<file path="config.mk">
export PLATFORM = sky130hd
export DESIGN_NAME = dcache_ctrl
export DESIGN_NICKNAME = d
export VERILOG_FILES = /design/src/rtl/dcache_ctrl.sv
export SDC_FILE = /design/constraint.sdc
export NUM_CORES = 2
export LEC_CHECK = 0
export ABC_AREA = 1
export CAP_MARGIN = 5
export CORE_ASPECT_RATIO = 0.6
export CORE_UTILIZATION = 50
export CTS_CLUSTER_DIAMETER = 50
export DETAILED_ROUTE_END_ITERATION = 8
export GPL_ROUTABILITY_DRIVEN = 0
export MAX_ROUTING_LAYER = met4
export PLACE_DENSITY_LB_ADDON = 0.15
export SYNTH_ARGS = -nofsm -noshare
export SYNTH_HDL_FRONTEND = slang
export SYNTH_SLANG_ARGS = --single-unit
</file>
<file path="constraint.sdc">
create_clock -name clk_i -period 4.97 [get_ports clk_i]
set_input_delay 1.491 -clock clk_i [delete_from_list [all_inputs] [get_ports clk_i]]
set_output_delay 1.491 -clock clk_i [all_outputs]
set_load 0.1 [all_outputs]
</file>
<file path="src/rtl/dcache_ctrl.sv">
// Direct-mapped, write-back / write-allocate data cache controller.
// Hits complete in the same cycle; misses stall the pipeline through WRITEBACK/ALLOCATE.
module dcache_ctrl #(
    parameter int unsigned LINES          = 16,
    parameter int unsigned WORDS_PER_LINE = 4
) (
    input  logic                          clk_i,
    input  logic                          rst_i,
    input  logic                          cpu_req_i,
    input  logic                          cpu_we_i,
    input  logic [31:0]                   cpu_addr_i,
    input  logic [31:0]                   cpu_wdata_i,
    output logic [31:0]                   cpu_rdata_o,
    output logic                          cpu_stall_o,
    output logic                          mem_req_o,
    output logic                          mem_we_o,
    output logic [31:0]                   mem_addr_o,
    output logic [32*WORDS_PER_LINE-1:0]  mem_wdata_o,
    input  logic [32*WORDS_PER_LINE-1:0]  mem_rdata_i,
    input  logic                          mem_ack_i
);

    localparam int unsigned IDX_W = $clog2(LINES);
    localparam int unsigned WRD_W = $clog2(WORDS_PER_LINE);
    localparam int unsigned OFF_W = WRD_W + 2;
    localparam int unsigned TAG_W = 32 - IDX_W - OFF_W;

    typedef enum logic [1:0] {
        IDLE,
        WRITEBACK,
        ALLOCATE
    } state_t;

    state_t state_q;

    logic [LINES-1:0]                     valid_q;
    logic [LINES-1:0]                     dirty_q;
    logic [TAG_W-1:0]                     tag_q  [LINES];
    logic [WORDS_PER_LINE-1:0][31:0]      data_q [LINES];

    logic [IDX_W-1:0]                     miss_idx_q;
    logic [TAG_W-1:0]                     miss_tag_q;

    logic [IDX_W-1:0]                     req_idx;
    logic [TAG_W-1:0]                     req_tag;
    logic [WRD_W-1:0]                     req_word;
    logic                                 hit;
    logic                                 unused_addr_bits;

    assign req_idx  = cpu_addr_i[OFF_W +: IDX_W];
    assign req_tag  = cpu_addr_i[31 -: TAG_W];
    assign req_word = cpu_addr_i[2 +: WRD_W];
    assign unused_addr_bits = ^cpu_addr_i[1:0];

    assign hit = (state_q == IDLE) && cpu_req_i && valid_q[req_idx]
                 && (tag_q[req_idx] == req_tag);

    // Gated with rst_i so both CPU outputs read 0 while reset is held, independent of the clock.
    always_comb begin
        cpu_stall_o = 1'b0;
        cpu_rdata_o = '0;
        if (rst_i) begin
            cpu_stall_o = (state_q != IDLE) || (cpu_req_i && !hit);
            if (hit && !cpu_we_i)
                cpu_rdata_o = data_q[req_idx][req_word];
        end
    end

    always_ff @(posedge clk_i or negedge rst_i) begin
        if (!rst_i) begin
            state_q     <= IDLE;
            valid_q     <= '0;
            dirty_q     <= '0;
            miss_idx_q  <= '0;
            miss_tag_q  <= '0;
            mem_req_o   <= 1'b0;
            mem_we_o    <= 1'b0;
            mem_addr_o  <= '0;
            mem_wdata_o <= '0;
        end else begin
            case (state_q)
                IDLE: begin
                    if (cpu_req_i && !hit) begin
                        miss_idx_q <= req_idx;
                        miss_tag_q <= req_tag;
                        mem_req_o  <= 1'b1;
                        if (valid_q[req_idx] && dirty_q[req_idx]) begin
                            state_q     <= WRITEBACK;
                            mem_we_o    <= 1'b1;
                            mem_addr_o  <= {tag_q[req_idx], req_idx, {OFF_W{1'b0}}};
                            mem_wdata_o <= data_q[req_idx];
                        end else begin
                            state_q     <= ALLOCATE;
                            mem_we_o    <= 1'b0;
                            mem_addr_o  <= {req_tag, req_idx, {OFF_W{1'b0}}};
                            mem_wdata_o <= '0;
                        end
                    end else if (hit && cpu_we_i) begin
                        dirty_q[req_idx] <= 1'b1;
                    end
                end
                WRITEBACK: begin
                    // Miss address is taken from the captured registers: the CPU may drop or change its request.
                    if (mem_ack_i) begin
                        state_q     <= ALLOCATE;
                        mem_we_o    <= 1'b0;
                        mem_addr_o  <= {miss_tag_q, miss_idx_q, {OFF_W{1'b0}}};
                        mem_wdata_o <= '0;
                    end
                end
                ALLOCATE: begin
                    if (mem_ack_i) begin
                        state_q             <= IDLE;
                        valid_q[miss_idx_q] <= 1'b1;
                        dirty_q[miss_idx_q] <= 1'b0;
                        mem_req_o           <= 1'b0;
                        mem_we_o            <= 1'b0;
                        mem_addr_o          <= '0;
                        mem_wdata_o         <= '0;
                    end
                end
                default: state_q <= IDLE;
            endcase
        end
    end

    // Tag and data storage carry no reset; valid_q alone qualifies their contents.
    always_ff @(posedge clk_i) begin
        if (hit && cpu_we_i)
            data_q[req_idx][req_word] <= cpu_wdata_i;
        if (state_q == ALLOCATE && mem_ack_i) begin
            data_q[miss_idx_q] <= mem_rdata_i;
            tag_q[miss_idx_q]  <= miss_tag_q;
        end
    end

endmodule

</file>
# Yosys cells after proc, flatten, opt, wreduce, memory -nomap -nowiden
# Memories as Yosys holds them, arrays and structs flattened.
# Index checks and enable logic that the tools add are counted.
[op_classes]
n_mux = 46
n_lt_le_gt_ge = 6
n_eq_ne = 9
reduce_logical = 28
n_bitwise = 4
[ops]
columns = ["operator", "count"]
rows = [
  ["$mux 128", 6],
  ["$mux 32", 8],
  ["$pmux 128 s2", 1],
  ["$reduce_or 128->1", 1],
  ["$pmux 32 s3", 1],
  ["$bmux 32 s2", 1],
  ["$demux 32 s2", 1],
  ["$mux 16", 3],
  ["$or 16x16->16", 2],
  ["$pmux 16 s2", 1],
  ["$eq 24x24->1", 1],
  ["$and 16x16->16", 1],
  ["$not 16->16", 1],
  ["$mux 1", 12],
  ["$logic_and 1x1->1", 11],
  ["$lt 4x5->1 const B", 2],
  ["$reduce_and 3->1", 3],
  ["$bmux 1 s4", 2],
  ["$demux 1 s4", 2],
  ["$ge 4x1->1 const B", 2],
  ["$mux 2", 4],
  ["$reduce_and 4->1", 2],
  ["$ne 2x1->1 const B", 3],
  ["$ne 2x2->1 const B", 3],
  ["other kinds (14)", 19],
]
[totals]
in_bits = 197
word_cells = 104
mem_count = 2
ff_bits = 224
mem_bits_rw = 2432
out_inout_bits = 195
[memory_table]
columns = ["memory", "words", "width", "read_ports", "rd_ports_with_merged_regs", "write_ports", "line_no", "text"]
rows = [
  ["data_q", 16, 128, 1, 0, 1, "39", "logic [WORDS_PER_LINE-1:0][31:0] data_q [LINES];"],
  ["tag_q", 16, 24, 1, 0, 1, "38", "logic [TAG_W-1:0] tag_q [LINES];"],
]

# Depth between registers and ports, before layout
[depth]
ltp_word = 8
ltp_mapped = 25

# Worst setup path before layout
# Ideal clock, no wire load.
[synth_path]
path_type = "input -> output"
start = "in cpu_addr_i[5]"
end = "out cpu_rdata_o[1]"
stages = 11
arrival_time_ns = 6.174
slack_ns = -2.695
t_required_ns = 3.479
cell_sequence = "buf_4 -> buf_2 -> buf_2 -> nand2_1 -> clkbuf_1 -> clkbuf_1 -> o22ai_1 -> o21ai_0 -> o2111a_1 -> o21ai_0 -> nor4_1"
[synth_via]
elab_chain_cells = 7
[synth_rtl]
columns = ["element", "line_no", "text"]
rows = [
  ["start: declaration", "11", "input logic [31:0] cpu_addr_i,"],
  ["branches (longest 5 deep; another with $mem_v2 16x24)", "-", ""],
  ["$mux 32 *", "64", "if (hit && !cpu_we_i)"],
  ["$mux 32 *", "62", "if (rst_i) begin"],
  ["end: declaration", "13", "output logic [31:0] cpu_rdata_o,"],
]
# Every way passes the cells marked *. The select of a mux whose other input is x is not followed.

# Worst setup path in the final report
[layout_path]
start = "in cpu_addr_i[4]"
end = "out cpu_rdata_o[14]"
# Same word-level chain as after synthesis.

==> summary.md <==
| Metric | Value |
|---|---|
| Status | finished with violations |
| Failing checks | negative setup slack |
| Number of core rows | 127 |
| Ranking of synthesized cells by area | sky130_fd_sc_hd__edfxtp_1 72%, sky130_fd_sc_hd__o22ai_1 6.5%, sky130_fd_sc_hd__dfrtp_1 5.4% |
| Internal power | 40,870 µW |
| Peak per-stage delay on the critical path | 0.26 ns |
| Number of CTS-inserted buffers | 238 |
| Synthesis-stage register bit count | 2,652 |
| Internal reg-to-reg setup slack | 1.05 ns |
| Sequential fraction of the synthesis area | 0.7722 |
| Number of antenna violations at the first check in global routing | 26 |
| Area taken by flip-flops and latches | 78,540 µm² |
| Cell breakdown of the critical path | buf_16 -> buf_12 -> nor2_4 -> buf_12 -> buf_12 -> buf_8 -> a21oi_1 -> nand2_1 -> nand2_1 -> nand2_1 -> nor2_2 -> nor2_2 -> nand3_2 -> nor2_4 -> nand2_2 -> nor2_4 -> nand3_4 -> buf_12 -> buf_16 -> buf_6 -> nor4_4 -> buf_12 |
| Total via count after detailed routing | 73,550 |
| Mean instance size in the synthesized netlist | 13.80 µm² |
| Die Wd | 584.2 µm |
| Initial standard-cell utilization of the core | 0.5063 |
| Maximum level of the CTS H-tree | 4 |
| Switching share of total power | 0.3222 |
| Ratio of routed vias to standard cells | 6.417 |
| Worst-path clk slew | 0.06 ns |
| Area occupied by multi-input gates | 22,450 µm² |
| Crit start category | primary input |
| Max Transition Viols Final | 0 |
| Wirelength per Cell | 32.18 µm |
| All-layer global routing usage | 0.3642 |
| Final period utilization | 1.210 |
| Number of input and output port buffers inserted | 385 |
| Hold violation total from the final report | 0 |
| Largest area contributor in the synthesized netlist | sky130_fd_sc_hd__edfxtp_1 |
| Library cells used by synthesis | 35 |
| Hold crit path type | reg2reg |
| First-pass iteration count of the detailed router | 8 |
| Cell occurring most often along the worst timing path | sky130_fd_sc_hd__buf_12 |
| Simple logic cell fraction of the synthesized area | 0.08655 |
| Achievable frequency | 166.3 MHz |
| Peak supply drop | 0.5194 mV |
| Unrepaired setup endpoints after global routing | true |
| Worst-case clock buffer depth | 4 |
| Capturing element type of the critical path | output port |
| Root buffer selected by CTS | sky130_fd_sc_hd__clkbuf_16 |
| Worst clock skew | 0.07918 ns |
| # setup viols final | 33 |
| Final design area excluding fillers | 128,300 µm² |
| Grt total ovfl | 0 |
| Die outline height | 351.3 µm |
| Warning count from the yosys run | 0 |
| Vias in the first global route | 67,610 |
| Relative slew slack | 0.1718 |
| Portion of total power attributed to sequential cells | 0.472 |
| Required time of the critical path | 3.48 ns |
| Slowest cell on the critical path | sky130_fd_sc_hd__nor4_4 |
| Largest net degree at the start of global routing | 109 |
| Leakage dissipation | 0.04434 µW |
| Combinational family with the most area after synthesis | compound AO/OA/AOI/OAI gates |
| Worst skew pair latency | 0.93 ns |
| Routed WL | 368,900 µm |
| Fillcell total | 14,570 |
| Shortest clock period the worst path allows after layout | 6.015 ns |
| Part of the power in combinational logic | 0.222 |
| Post-Synthesis Cells | 7,368 |
| Maximum capacitance violations | 0 |
| Total die area | 205,300 µm² |
| Count of nets left with antenna violations after detail routing | 0 |
| Final setup margin | -1.045 ns |
| Overall power consumption | 60,300 µW |
| Share of power burned in the clock network | 0.306 |
| Remaining routing DRC violations | 0 |
| Xor and xnor area share after synthesis | 0 |
| Fraction of the mapped netlist area in compound gates | 0.1155 |
| Fraction of synthesized area in multiplexers | 0 |
| TritonCTS clock tree | built |
| Placed Area | 119,000 µm² |
| Power Dens Cells | 470.0 nW/µm² |
| Slew of the pin with the lowest slew margin | 1.238 ns |
| Area share of the largest cell type after synthesis | 0.7181 |
| Adder-cell share of the synthesized area | 0.0004921 |
| Core area | 200,900 µm² |
| Number of DRC markers in iteration 0 | 11,780 |
| Mapped cell area | 101,700 µm² |
| Num Clock Sinks | 2,652 |
| CP Max Fanout | 7 |
| Number of ports placed on the die boundary | 392 |
| Relative area change from synthesis to final layout | 26.14% |
| Final net count | 8,729 |
| DPL Wire Length | 239,000 µm |
| Cell class contributing the biggest share of worst-path delay | simple AND/OR/NAND/NOR gates |
| Buffers plus inverters on the worst setup path | 9 |
| Worst Setup Path Type | in2out |
| Net switching power | 19,430 µW |
| Global-route wire length before repair | 510,300 µm |
| Endpoint arrival time on the critical path | 4.52 ns |
| Layout cells sized above 1 | 0.1946 |
[Yosys cell counts (all sizes together)]
cell type  instances
or2                8
nor4              32
nor3b              1
conb               1
o22ai           1060
nand3            365
ha                 4
o21ai            717
clkbuf           382
inv              109
buf              132
nand4             78
a21oi             86
and2               2
dfrtp            220
edfxtp          2432
o2111a            91
nor3              22
a22oi              8
nor2             233
a21boi             1
nand2           1384
[cell type report]
type                       count  area share
antenna                       38   0.0007412
clock buffer                 299     0.04901
clock inverter               129     0.01001
inverter                     109    0.003911
multi-input combinational   4096      0.1750
sequential                  2652      0.6122
tap                         2709     0.02642
timing repair buffer        1430      0.1227
timing repair inverter         1  0.00006827
[worst min-delay path: cells and delay by family (launching register included)]
family / cells / cell delay, ns
compound gates: 1 / 0.06
buf+inv: 1 / 0.05
flops: 1 / 0.32
[worst paths after layout]
kind                                     from              end  depth (start not counted)
worst max-delay path            cpu_addr_i[4]  cpu_rdata_o[14]                         22
worst min-delay path              valid_q[15]      valid_q[15]                          2
worst max register to register     state_q[0]   data_q[15][58]                          9
worst min register to register    valid_q[15]      valid_q[15]                          2
max in group asynchronous               rst_i    miss_tag_q[3]                          3
min in group asynchronous               rst_i       dirty_q[7]                          1
[through the flow]
step / utilization / TNS, ns / setup WS [ns] / cells / hold WS [ns]
global placement: 0.5927 / -841.59 / -1.409 / 10940 / 0.4409
CTS: 0.6356 / -28.68 / -0.9872 / 11400 / 0.4579
floorplan: - / -25.42 / -0.8008 / 7371 / 0.4277
finish: 0.6387 / -31.49 / -1.045 / 11460 / 0.4569
global route: 0.6386 / -33.95 / -1.143 / 11450 / 0.4739
detailed placement: 0.5927 / -858.24 / -1.411 / 10940 / 0.4444
[flip-flops by register name, summed over array words and instances (netlist names)]
signal	count
tag_q	384
data_q	2048
mem_req_o	1
state_q	2
mem_we_o	1
dirty_q	16
miss_tag_q	24
miss_idx_q	4
mem_wdata_o	128
valid_q	16
mem_addr_o	28
[power groups by stage]
| stage | Clock [µW] | Combinational (µW) | Sequential (µW) |
|---|---|---|---|
| floorplan | 0 | 4580 | 30900 |
| global placement | 0 | 12600 | 28800 |
| detailed placement | 0 | 12800 | 28900 |
| CTS | 18500 | 12900 | 28500 |
| global route | 19300 | 13800 | 28600 |
| finish | 18400 | 13400 | 28500 |
[routing by layer]
layer	part of all wire	wire, µm	vias up	track usage
met2	0.41	151800	5489	0.4838
met4	0.046	16960	0	0.1413
met3	0.14	53400	712	0.1048
li1	-	-	30570	-
met5	0	0	-	-
met1	0.40	146700	36780	0.5272
[layout by cell type, fill, tap and decap left out, types with 53 or more instances in the layout]
master / Yosys / routed
sky130_fd_sc_hd__o21ai_1: 120 / 139
sky130_fd_sc_hd__buf_4: 34 / 750
sky130_fd_sc_hd__edfxtp_1: 2432 / 2432
sky130_fd_sc_hd__inv_1: 103 / 85
sky130_fd_sc_hd__dfrtp_1: 220 / 220
sky130_fd_sc_hd__buf_12: 0 / 269
sky130_fd_sc_hd__o22ai_1: 1060 / 1059
sky130_fd_sc_hd__nand2_1: 1379 / 1338
sky130_fd_sc_hd__clkbuf_1: 381 / 53
sky130_fd_sc_hd__clkbuf_16: 0 / 244
sky130_fd_sc_hd__clkdlybuf4s50_1: 0 / 346
sky130_fd_sc_hd__nand3_1: 364 / 350
sky130_fd_sc_hd__a21oi_4: 0 / 64
sky130_fd_sc_hd__o21ai_0: 596 / 566
sky130_fd_sc_hd__nor2_1: 229 / 195
sky130_fd_sc_hd__nand4_1: 78 / 78
[repair_timing]
item | 4_1_cts | 5_1_grt
hold buffers | 0 | 0
setup endpoints to repair | 33 | 33
resized for setup | 165 | 97
pin swaps | 37 | 51
setup buffers | 20 | 22
cloned | 11 | 4
[kinds of logic (layout without fill, tap and decap cells)]
| family | after synthesis | count (layout) |
|---|---|---|
| other | 1 | 42 |
| buffers and inverters | 623 | 1968 |
| adder cells (fa/ha/maj) | 4 | 4 |
| AND/OR/NAND/NOR | 2125 | 2125 |
| AO/OA/AOI/OAI | 1963 | 1963 |
| flip-flops | 2652 | 2652 |
Power figures use the tool's default switching activity.
